==> src/rtl/game_pkg.sv <==
// rtl/game_pkg.sv - shared game types, playfield geometry and paddle position helpers
// Contents:
//   state_e    paddle movement FSM states
//   dir_e      requested movement direction
//   *_DEF      playfield defaults matching the border drawn by the pixel stage
//   xmin_f / xmax_f / reset_x_f  derived paddle column limits and start column
package game_pkg;

  typedef enum logic [1:0] {
    ST_IDLE   = 2'd0,
    ST_FIRST  = 2'd1,
    ST_HOLD   = 2'd2,
    ST_REPEAT = 2'd3
  } state_e;

  typedef enum logic [1:0] {
    DIR_NONE  = 2'd0,
    DIR_LEFT  = 2'd1,
    DIR_RIGHT = 2'd2
  } dir_e;

  localparam int WALL_L_DEF   = 5;
  localparam int WALL_R_DEF   = 40;
  localparam int PADDLE_W_DEF = 6;
  localparam int PADDLE_Y_DEF = 29;

  // Leftmost legal paddle column: first cell inside the left wall.
  function automatic int xmin_f(input int wall_l);
    return wall_l + 1;
  endfunction

  // Rightmost legal paddle column: paddle's right edge lands just inside the right wall.
  function automatic int xmax_f(input int wall_r, input int paddle_w);
    return wall_r - paddle_w;
  endfunction

  // Centred start column.
  function automatic int reset_x_f(input int wall_l, input int wall_r, input int paddle_w);
    return (wall_l + wall_r + 1 - paddle_w) / 2;
  endfunction

endpackage

==> src/rtl/paddle_ctrl_if.sv <==
// rtl/paddle_ctrl_if.sv - video scan / paddle result bundle between timing stage and paddle_ctrl
// Signals:
//   VSYNC       active-low vertical sync
//   DISPLAY_EN  visible-area flag
//   XMAP, YMAP  current map column / row
//   PADDLE_X    registered paddle left column
//   PADDLE_PIX  registered "current cell is paddle" flag
// Modports: master = timing/pixel side, slave = paddle_ctrl.
interface paddle_ctrl_if;
  logic       VSYNC;
  logic       DISPLAY_EN;
  logic [5:0] XMAP;
  logic [4:0] YMAP;
  logic [5:0] PADDLE_X;
  logic       PADDLE_PIX;

  modport master (
    output VSYNC, DISPLAY_EN, XMAP, YMAP,
    input  PADDLE_X, PADDLE_PIX
  );

  modport slave (
    input  VSYNC, DISPLAY_EN, XMAP, YMAP,
    output PADDLE_X, PADDLE_PIX
  );
endinterface

==> src/rtl/btn_debounce.sv <==
// rtl/btn_debounce.sv - 2-FF synchroniser plus debounce counter for one raw button
// Ports:
//   clk    system clock
//   rst    synchronous active-high reset
//   raw    asynchronous button input, active-high
//   level  debounced button level
module btn_debounce
  import game_pkg::*;
#(
  parameter logic [15:0] DEBOUNCE_CYCLES = 16'd50000
) (
  input  logic clk,
  input  logic rst,
  input  logic raw,
  output logic level
);

  logic        sync1;
  logic        sync2;
  logic        sync2_d;
  logic [15:0] cnt;

  always_ff @(posedge clk) begin
    if (rst) begin
      sync1   <= 1'b0;
      sync2   <= 1'b0;
      sync2_d <= 1'b0;
      cnt     <= '0;
      level   <= 1'b0;
    end else begin
      sync1   <= raw;
      sync2   <= sync1;
      sync2_d <= sync2;
      // Any movement of the synchronised level restarts the stability count;
      // once saturated the accepted level simply tracks the stable input.
      if (sync2 != sync2_d) begin
        cnt <= '0;
      end else if (cnt == DEBOUNCE_CYCLES - 16'd1) begin
        level <= sync2_d;
      end else begin
        cnt <= cnt + 16'd1;
      end
    end
  end

endmodule

==> src/rtl/paddle_ctrl.sv <==
// rtl/paddle_ctrl.sv - button-driven paddle position with auto-repeat and paddle pixel flag
// Ports:
//   CLK     system clock
//   RST_IN  synchronous active-high reset
//   LEFT    raw left button, active-high
//   RIGHT   raw right button, active-high
//   vid     paddle_ctrl_if.slave: VSYNC/DISPLAY_EN/XMAP/YMAP in, PADDLE_X/PADDLE_PIX out
module paddle_ctrl
  import game_pkg::*;
#(
  parameter logic [15:0] DEBOUNCE_CYCLES = 16'd50000,
  parameter int          PADDLE_W        = PADDLE_W_DEF,
  parameter int          WALL_L          = WALL_L_DEF,
  parameter int          WALL_R          = WALL_R_DEF,
  parameter int          PADDLE_Y        = PADDLE_Y_DEF,
  parameter int          HOLD_FRAMES     = 12,
  parameter int          REPEAT_FRAMES   = 3
) (
  input  logic         CLK,
  input  logic         RST_IN,
  input  logic         LEFT,
  input  logic         RIGHT,
  paddle_ctrl_if.slave vid
);

  localparam logic [5:0] XMIN    = 6'(xmin_f(WALL_L));
  localparam logic [5:0] XMAX    = 6'(xmax_f(WALL_R, PADDLE_W));
  localparam logic [5:0] RESET_X = 6'(reset_x_f(WALL_L, WALL_R, PADDLE_W));

  logic       left_lvl;
  logic       right_lvl;
  logic       vsync_q;
  logic       frame;
  dir_e       dir;
  dir_e       dir_q;
  state_e     state;
  logic [7:0] fcnt;
  logic       step_l;
  logic       step_r;

  btn_debounce #(.DEBOUNCE_CYCLES(DEBOUNCE_CYCLES)) u_db_left (
    .clk   (CLK),
    .rst   (RST_IN),
    .raw   (LEFT),
    .level (left_lvl)
  );

  btn_debounce #(.DEBOUNCE_CYCLES(DEBOUNCE_CYCLES)) u_db_right (
    .clk   (CLK),
    .rst   (RST_IN),
    .raw   (RIGHT),
    .level (right_lvl)
  );

  // History resets high so a frame only comes from a falling edge seen after reset.
  always_ff @(posedge CLK) begin
    if (RST_IN) vsync_q <= 1'b1;
    else        vsync_q <= vid.VSYNC;
  end

  assign frame = vsync_q & ~vid.VSYNC;

  always_comb begin
    dir = DIR_NONE;
    if (left_lvl && !right_lvl)      dir = DIR_LEFT;
    else if (right_lvl && !left_lvl) dir = DIR_RIGHT;
  end

  // Movement FSM. Steps are issued as one-clock registered requests, applied to
  // PADDLE_X the following clock, so the position only moves right after a frame.
  always_ff @(posedge CLK) begin
    if (RST_IN) begin
      state  <= ST_IDLE;
      dir_q  <= DIR_NONE;
      fcnt   <= '0;
      step_l <= 1'b0;
      step_r <= 1'b0;
    end else begin
      step_l <= 1'b0;
      step_r <= 1'b0;
      if (state != ST_IDLE && (dir == DIR_NONE || dir != dir_q)) begin
        state <= ST_IDLE;
        fcnt  <= '0;
      end else begin
        case (state)
          ST_IDLE: begin
            if (dir != DIR_NONE) begin
              state <= ST_FIRST;
              dir_q <= dir;
            end
          end
          ST_FIRST: begin
            if (frame) begin
              step_l <= (dir_q == DIR_LEFT);
              step_r <= (dir_q == DIR_RIGHT);
              fcnt   <= '0;
              state  <= ST_HOLD;
            end
          end
          ST_HOLD: begin
            if (frame) begin
              if (fcnt == 8'(HOLD_FRAMES - 1)) begin
                step_l <= (dir_q == DIR_LEFT);
                step_r <= (dir_q == DIR_RIGHT);
                fcnt   <= '0;
                state  <= ST_REPEAT;
              end else begin
                fcnt <= fcnt + 8'd1;
              end
            end
          end
          ST_REPEAT: begin
            if (frame) begin
              if (fcnt == 8'(REPEAT_FRAMES - 1)) begin
                step_l <= (dir_q == DIR_LEFT);
                step_r <= (dir_q == DIR_RIGHT);
                fcnt   <= '0;
              end else begin
                fcnt <= fcnt + 8'd1;
              end
            end
          end
          default: state <= ST_IDLE;
        endcase
      end
    end
  end

  always_ff @(posedge CLK) begin
    if (RST_IN) begin
      vid.PADDLE_X <= RESET_X;
    end else if (step_r && vid.PADDLE_X < XMAX) begin
      vid.PADDLE_X <= vid.PADDLE_X + 6'd1;
    end else if (step_l && vid.PADDLE_X > XMIN) begin
      vid.PADDLE_X <= vid.PADDLE_X - 6'd1;
    end
  end

  // Widened to 7 bits so PADDLE_X + PADDLE_W - 1 never wraps past column 63.
  logic [6:0] x7;
  logic [6:0] px_lo;
  logic [6:0] px_hi;

  assign x7    = {1'b0, vid.XMAP};
  assign px_lo = {1'b0, vid.PADDLE_X};
  assign px_hi = px_lo + 7'(PADDLE_W - 1);

  always_ff @(posedge CLK) begin
    if (RST_IN) begin
      vid.PADDLE_PIX <= 1'b0;
    end else begin
      vid.PADDLE_PIX <= vid.DISPLAY_EN && (vid.YMAP == 5'(PADDLE_Y)) &&
                        (x7 >= px_lo) && (x7 <= px_hi);
    end
  end

endmodule
==> src/flat_wrapper.sv <==
// flat-port wrapper written by rule: the top's interface ports become plain ports
module paddle_ctrl_flat import game_pkg::*;
#(
  parameter logic [15:0] DEBOUNCE_CYCLES = 16'd50000,
  parameter int          PADDLE_W        = PADDLE_W_DEF,
  parameter int          WALL_L          = WALL_L_DEF,
  parameter int          WALL_R          = WALL_R_DEF,
  parameter int          PADDLE_Y        = PADDLE_Y_DEF,
  parameter int          HOLD_FRAMES     = 12,
  parameter int          REPEAT_FRAMES   = 3
)
  (CLK, RST_IN, LEFT, RIGHT, vid_VSYNC, vid_DISPLAY_EN, vid_XMAP, vid_YMAP, vid_PADDLE_X, vid_PADDLE_PIX);
  paddle_ctrl_if vid_i ();
  input  logic CLK;
  input  logic RST_IN;
  input  logic LEFT;
  input  logic RIGHT;
  input wire logic [$bits(vid_i.VSYNC)-1:0] vid_VSYNC;
  input wire logic [$bits(vid_i.DISPLAY_EN)-1:0] vid_DISPLAY_EN;
  input wire logic [$bits(vid_i.XMAP)-1:0] vid_XMAP;
  input wire logic [$bits(vid_i.YMAP)-1:0] vid_YMAP;
  output wire logic [$bits(vid_i.PADDLE_X)-1:0] vid_PADDLE_X;
  output wire logic [$bits(vid_i.PADDLE_PIX)-1:0] vid_PADDLE_PIX;
  assign vid_i.VSYNC = vid_VSYNC;
  assign vid_i.DISPLAY_EN = vid_DISPLAY_EN;
  assign vid_i.XMAP = vid_XMAP;
  assign vid_i.YMAP = vid_YMAP;
  assign vid_PADDLE_X = vid_i.PADDLE_X;
  assign vid_PADDLE_PIX = vid_i.PADDLE_PIX;
  paddle_ctrl #(.DEBOUNCE_CYCLES(DEBOUNCE_CYCLES), .PADDLE_W(PADDLE_W), .WALL_L(WALL_L), .WALL_R(WALL_R), .PADDLE_Y(PADDLE_Y), .HOLD_FRAMES(HOLD_FRAMES), .REPEAT_FRAMES(REPEAT_FRAMES)) u_core (.CLK(CLK), .RST_IN(RST_IN), .LEFT(LEFT), .RIGHT(RIGHT), .vid(vid_i));
endmodule
==> config.mk <==
export PLATFORM = sky130hd
export DESIGN_NAME = paddle_ctrl_flat
export DESIGN_NICKNAME = d
export VERILOG_FILES = /design/src/rtl/game_pkg.sv /design/src/rtl/paddle_ctrl_if.sv /design/src/rtl/btn_debounce.sv /design/src/rtl/paddle_ctrl.sv /design/src/flat_wrapper.sv
export SDC_FILE = /design/constraint.sdc
export NUM_CORES = 1
export LEC_CHECK = 0
export CAP_MARGIN = 20
export CORE_ASPECT_RATIO = 2
export CORE_MARGIN = 1.5
export CORE_UTILIZATION = 40
export CTS_BUF_LIST = sky130_fd_sc_hd__clkbuf_4 sky130_fd_sc_hd__clkbuf_8 sky130_fd_sc_hd__clkbuf_16
export DETAILED_ROUTE_END_ITERATION = 8
export MAX_ROUTING_LAYER = met4
export PLACE_DENSITY = 0.7
export SLEW_MARGIN = 20
export SYNTH_ARGS = -nofsm -noshare
export SYNTH_HDL_FRONTEND = slang
export SYNTH_SLANG_ARGS = --single-unit
export TNS_END_PERCENT = 30
==> constraint.sdc <==
create_clock -name CLK -period 2.7 [get_ports CLK]
set_input_delay 0.54 -clock CLK [delete_from_list [all_inputs] [get_ports CLK]]
set_output_delay 0.54 -clock CLK [all_outputs]
set_load 0.005 [all_outputs]
==> flow_metrics.py, run 1 <==
metrics = {
    "outcome": {
        "status": "completed",
    },
    "flow_run": {
        "cap_violations": 0,
    },
    "clocking": {
        "htree_levels": 3,
        "cts_inserted_buffers": 9,
        "post_cts_buffers": 0,
        "clkLatencyLatePin_ns": 0.33,
        "cts_buffer_depth": 2,
        "cts_root_buf": "clkbuf_16",
        "cts_sinks": 62,
        "cts_tree": "built",
        "clk_pin_slew_worst_paths_ns": 0.05,
    },
    "worst_setup_path": {
        "arrival_ns": 2.63,
        "crit_fanout": 8,
        "crit_required_ns": 2.92,
        "critPathKind": "flip-flop to flip-flop",
        "start_kind": "flip-flop",
        "end_kind": "flip-flop",
    },
    "timing": {
        "tightest_slew_ns": 0.544,
        "fin_crit_sh_pct": 89.5,
        "fin_skew_ns": 0.00498,
        "period_minus_slack_ns": 2.42,
        "rsz0062_at_grt": "false",
        "max_freq_mhz": 414,
        "hold_violations": 0,
        "finalMaxSlewViolations": 0,
        "final.setup.tns_ns": 0,
        "setup-violations-final": 0,
        "slew_headroom_pct": 63.4,
    },
    "synth": {
        "synth_cell_types": 45,
        "syn-cell-area_sq_um": 3290,
        "yosysWarnings": 0,
        "ys_ff_latch": 62,
        "synth_nets": 416,
        "synth-async-reset-ratio_pct": 0,
        "synth_ff_type": "dfxtp_1",
        "synth_cells": 369,
        "avgSynthCellArea_sq_um": 8.93,
        "synth_seq_area_share_pct": 37.7,
        "synth_edf_count": 0,
    },
    "final_layout": {
        "drive_above_1_share_pct": 6.85,
        "final_util_pct": 49.9,
        "antennaDiodeCount": 0,
        "nets": 451,
        "area_growth_pct": 20.3,
    },
    "detailed_routing": {
        "antenna_left": 0,
        "drc": 0,
        "wirelength_mm": 6.36,
        "drtPass1Iterations": 4,
        "viasPerCell": 5.20,
        "vias": 2626,
        "wire_per_inst_um": 12.6,
        "first_iter_violations": 136,
    },
    "grt": {
        "grt_pass1_wl_mm": 10.8,
        "grt_pass1_vias": 2566,
        "grt_max_degree": 16,
        "grt_use_total_pct": 16.2,
        "grt_overflow": 0,
        "antenna_found_initial": 0,
    },
    "place": {
        "numPortBuffers": 23,
        "dp_hpwl_mm": 4.87,
        "gp_congestion": 0.927,
    },
    "die": {
        "fp.dieH_um": 131,
        "die_x_um": 67.2,
        "core_area_sq_um": 7940,
        "start_util_pct": 41.5,
        "row_count": 46,
        "dieArea_sq_um": 8820,
        "boundaryPins": 24,
    },
    "power": {
        "leakage_nw": 1.55,
        "power_density_nw_per_um2": 590,
        "peakVddDrop_v": 0.000408,
    },
    "worst_hold_path": {
        "worstHoldPathType": "flip-flop to flip-flop",
    },
}
-- critical path, cell delays in order (launching register included) --
cell and delay [ns]:
dfxtp_1 0.31, nor4_1 0.46, o21ai_2 0.21, ha_1 0.38, a21oi_1 0.21, o21bai_1 0.08
a41oi_1 0.18, mux4_2 0.31, and2_1 0.17
-- what timing repair did --
action                                  in CTS  in global routing
hold endpoints to repair                     0                  0
endpoints found under the setup margin       0                  1
hold buffers                                 0                  0
resized for setup                            0                  1
-- final timing paths --
check	startpoint	to	slack [ns]	cells after the start
hold reg to reg	u_core.u_db_left.sync1	u_core.u_db_left.sync2	0.43	1
hold / removal	u_core.u_db_left.sync1	u_core.u_db_left.sync2	0.43	1
setup / recovery	u_core.vid.PADDLE_X[1]	u_core.vid.PADDLE_X[5]	0.28	8
setup reg to reg	u_core.vid.PADDLE_X[1]	u_core.vid.PADDLE_X[5]	0.28	8
-- power by group --
group,switching [mW],internal (mW),total [mW],leakage (nW)
sequential,0.0308,0.945,0.976,0.502
clock,0.414,0.716,1.13,0.146
combinational,0.126,0.105,0.231,0.907
total,0.570,1.77,2.34,1.55
-- layout make-up --
cell class | instances | area (sq um)
Clock inverter | 7 | 73.8
Tap cell | 96 | 120
Timing Repair Buffer | 28 | 268
Fill cell | 738 | 3980
Multi-Input combinational cell | 286 | 1970
Sequential cell | 62 | 1240
Clock buffer | 9 | 225
Inverter | 17 | 63.8
-- synth_stat cells (all sizes together) (2+ instances only) --
cell	instances	share of area [%]
or2	2	0.38
nor4bb	4	1.2
nor4	2	0.38
nand2	32	3.6
and3	10	1.9
ha	29	11
nor3b	2	0.46
a211oi	2	0.46
a21o	2	0.46
and4	4	1.1
nand4	9	1.7
xor2	32	8.5
nand4b	4	1.1
dfxtp	62	38
xnor2	15	4.0
a21oi	15	2.4
o21ai	13	2.0
nand2b	3	0.57
nor3	5	0.76
buf	2	0.46
inv	17	1.9
o2111ai	2	0.53
nor4b	2	0.53
nor2b	6	1.1
nor2	52	5.9
clkbuf	2	0.23
mux2i	6	1.8
nand3	17	2.6
or3	3	0.57
-- cells by family after synthesis --
family | count (synthesis) | synth area share [%]
fa+ha+maj | 30 | 11.6
simple gates | 161 | 24.8
buf+inv | 21 | 2.62
flops | 62 | 37.7
compound gates | 41 | 8.24
mux | 7 | 2.51
xor+xnor | 47 | 12.5
-- layer usage --
layer	GRT usage, %	up-vias	share of wire, %
met2	27.4	39	54
met4	10.1	0	3.5
met5	-	-	0
li1	-	1353	-
met1	16.0	1216	39
met3	3.94	18	3.1
-- stage by stage --
| step | cells | worst slack [ns] | area [sq um] | total power, mW | hold WS [ns] |
|---|---|---|---|---|---|
| after floorplan | 369 | 0.354 | 3290 | 1.15 | 0.414 |
| after global placement | 489 | 0.289 | 3660 | 1.22 | 0.418 |
| after detailed placement | 489 | 0.180 | 3660 | 1.23 | 0.426 |
| after CTS | 505 | 0.168 | 3960 | 2.37 | 0.438 |
| after global routing | 505 | 0.127 | 3960 | 2.45 | 0.449 |
| final | 505 | 0.284 | 3960 | 2.34 | 0.432 |
-- sequential cells by signal, summed over array words and instances, names as in the netlist --
signal and flops:
u_core.dir_q 2, u_core.fcnt 8, u_core.state 2, u_core.step_l 1
u_core.step_r 1, u_core.u_db_left.cnt 16, u_core.u_db_left.level 1, u_core.u_db_left.sync1 1
u_core.u_db_left.sync2 1, u_core.u_db_left.sync2_d 1, u_core.u_db_right.cnt 16, u_core.u_db_right.level 1
u_core.u_db_right.sync1 1, u_core.u_db_right.sync2 1, u_core.u_db_right.sync2_d 1, u_core.vid.PADDLE_PIX 1
u_core.vid.PADDLE_X 6, u_core.vsync_q 1
-- placed cells by master, fill, tap and decap left out, types with 10 or more instances in the layout --
cell,n
nor2_1,52
o21ai_0,12
clkdlybuf4s50_1,23
xnor2_1,15
ha_1,29
xor2_1,32
nand2_1,32
nand3_1,17
and3_1,10
inv_1,17
a21oi_1,14
dfxtp_1,62
Power figures use the tool's default switching activity.
==> inputs of run 2 (changes only) <==
--- a/config.mk
+++ b/config.mk
@@ -8,11 +8,11 @@
 export CAP_MARGIN = 20
 export CORE_ASPECT_RATIO = 2
 export CORE_MARGIN = 1.5
-export CORE_UTILIZATION = 40
+export CORE_UTILIZATION = 58
 export CTS_BUF_LIST = sky130_fd_sc_hd__clkbuf_4 sky130_fd_sc_hd__clkbuf_8 sky130_fd_sc_hd__clkbuf_16
 export DETAILED_ROUTE_END_ITERATION = 8
 export MAX_ROUTING_LAYER = met4
-export PLACE_DENSITY = 0.7
+export PLACE_DENSITY = 0.91
 export SLEW_MARGIN = 20
 export SYNTH_ARGS = -nofsm -noshare
 export SYNTH_HDL_FRONTEND = slang
==> run 2 against run 1 <==
Net effect: routed wire length up 9.1%; power down 15%; clock skew up 0.0020 ns; global-route usage up 8.6 points; non-clock buffer count down 2; critical path type unchanged; largest cell class unchanged.
==> flow_metrics.py, run 2 (same netlist as run 1, synthesis figures left out) <==
metrics = {
    "worst_setup_path": {
        "r2r_end": "u_core.vid.PADDLE_X[5]",
        "slowest_stage": "dfxtp_1",
        "critPathKind": "flip-flop to flip-flop",
        "crit_fanout": 8,
        "crit_family": "compound AO/OA/AOI/OAI gates",
        "setup.worst_path.end": "u_core.vid.PADDLE_X[5]",
        "critPathBufInv": 1,
        "slowest_delay_ns": 0.51,
        "end_kind": "flip-flop",
        "ff2ff_path_depth": 8,
        "rr_startpoint": "u_core.vid.PADDLE_X[5]",
        "arrival_ns": 2.76,
        "cp_num_cells": 8,
        "worstSetupStartpoint": "u_core.vid.PADDLE_X[5]",
        "crit_required_ns": 2.94,
        "crit_chain": "inv_1 > o21ai_2 > ha_1 > a21oi_1 > o21bai_1 > a41oi_1 > mux4_2 > and2_1",
        "ff2ff_setup_slack_ns": 0.18,
        "start_kind": "flip-flop",
    },
    "power": {
        "peakVddDrop_v": 0.000524,
        "power_density_nw_per_um2": 524,
        "leakage_nw": 1.50,
    },
    "detailed_routing": {
        "drc": 0,
        "first_iter_violations": 150,
        "vias": 2728,
        "wirelength_mm": 6.93,
        "wire_per_inst_um": 14.8,
        "antenna_left": 0,
        "viasPerCell": 5.84,
        "drtPass1Iterations": 5,
    },
    "final_layout": {
        "nets": 449,
        "antennaDiodeCount": 0,
        "layout_commonest_cell": "dfxtp_1",
        "reg_top3": "u_core.u_db_left.cnt (16), u_core.u_db_right.cnt (16), u_core.fcnt (8)",
        "drive_above_1_share_pct": 6.63,
        "final_cell_mix": "dfxtp_1, nor2_1, xor2_1, nand2_1, ha_1",
        "final_cells": 467,
        "fillers": 415,
        "area_growth_pct": 15.3,
        "final_util_pct": 69.5,
        "fin_area_sq_um": 3800,
    },
    "place": {
        "dp_hpwl_mm": 4.85,
        "numPortBuffers": 23,
        "gp_congestion": 0.881,
        "dpl.cell_count": 451,
        "place_area_sq_um": 3600,
    },
    "timing": {
        "finalMaxSlewViolations": 0,
        "final.setup.tns_ns": 0,
        "fin_crit_sh_pct": 93.3,
        "fin_skew_ns": 0.00702,
        "hold_violations": 0,
        "slew_headroom_pct": 66.3,
        "period_minus_slack_ns": 2.52,
        "tightest_slew_ns": 0.504,
        "rsz0062_at_grt": "false",
        "fin_hold_ws_ns": 0.447,
        "setup-violations-final": 0,
        "max_freq_mhz": 397,
    },
    "die": {
        "die_x_um": 56.3,
        "core_area_sq_um": 5470,
        "boundaryPins": 24,
        "fp.dieH_um": 110,
        "start_util_pct": 60.3,
        "dieArea_sq_um": 6170,
        "row_count": 38,
    },
    "outcome": {
        "status": "completed",
    },
    "grt": {
        "grt_pass1_wl_mm": 11.6,
        "antenna_found_initial": 0,
        "grt_overflow": 0,
        "grt_use_total_pct": 24.9,
        "grt_pass1_vias": 2750,
        "grt_max_degree": 16,
    },
    "clocking": {
        "cts_buffer_depth": 2,
        "htree_levels": 3,
        "cts_sinks": 62,
        "cts_root_buf": "clkbuf_8",
        "clk_pin_slew_worst_paths_ns": 0.06,
        "cts_hold_buf": 0,
        "clkLatencyLatePin_ns": 0.34,
        "cts_tree": "built",
        "cts_inserted_buffers": 9,
    },
    "worst_hold_path": {
        "worstHoldPathType": "flip-flop to flip-flop",
        "hp-start": "u_core.u_db_left.sync1",
    },
    "flow_run": {
        "cap_violations": 0,
    },
}
[run 2: per-stage QoR]
step | total power, mW | worst slack, ns
floorplan | 1.15 | 0.354
global placement | 1.21 | 0.253
detailed placement | 1.23 | 0.0927
CTS | 2.01 | 0.0446
global route | 2.09 | 0.0710
finish | 1.99 | 0.180
[run 2: worst min-delay path by stage]
| stage | to | slack, ns | cells after the start |
|---|---|---|---|
| 6_report | u_core.u_db_left.sync2 | 0.45 | 1 |
| 3_3_place_gp | u_core.u_db_left.sync2 | 0.42 | 1 |
| 5_1_grt | u_core.u_db_left.sync2 | 0.47 | 1 |
| 4_1_cts | u_core.u_db_left.sync2 | 0.45 | 1 |
| 3_5_place_dp | u_core.u_db_right.sync2 | 0.42 | 1 |
| 2_1_floorplan | u_core.u_db_left.sync2 | 0.41 | 1 |
[run 2: per-layer routing]
metal	wire, um	share of wire, %	global-route usage, %
met1	2560	37	23.1
met2	3770	54	44.2
met3	256	3.7	6.71
met4	346	5.0	16.2
met5	0	0	-
[run 2: layout make-up]
type | count | area (sq um) | area share (%)
repair buffers | 26 | 253 | 6.65
multi-input cells | 286 | 1980 | 52.0
well taps | 60 | 75.1 | 1.98
inverters | 17 | 63.8 | 1.68
clock inverters | 5 | 50.0 | 1.32
flip-flops and latches | 62 | 1240 | 32.7
clock buffers | 11 | 139 | 3.66
[run 2: worst reg2reg max path: stages (launching register included)]
cell      delay (ns)
dfxtp_1         0.51
inv_1           0.14
o21ai_2         0.38
ha_1            0.36
a21oi_1         0.25
o21bai_1        0.09
a41oi_1         0.20
mux4_2          0.32
and2_1          0.17
[run 2: what timing repair did]
| action | CTS | global route |
|---|---|---|
| setup buffers | 0 | 0 |
| setup endpoints to repair | 0 | 1 |
| resized for setup | 0 | 2 |
[run 2: power breakdown]
group          internal, mW  total (mW)  switching (mW)
logic                 0.104       0.229           0.125
clock network         0.440       0.786           0.346
registers             0.944       0.976          0.0319
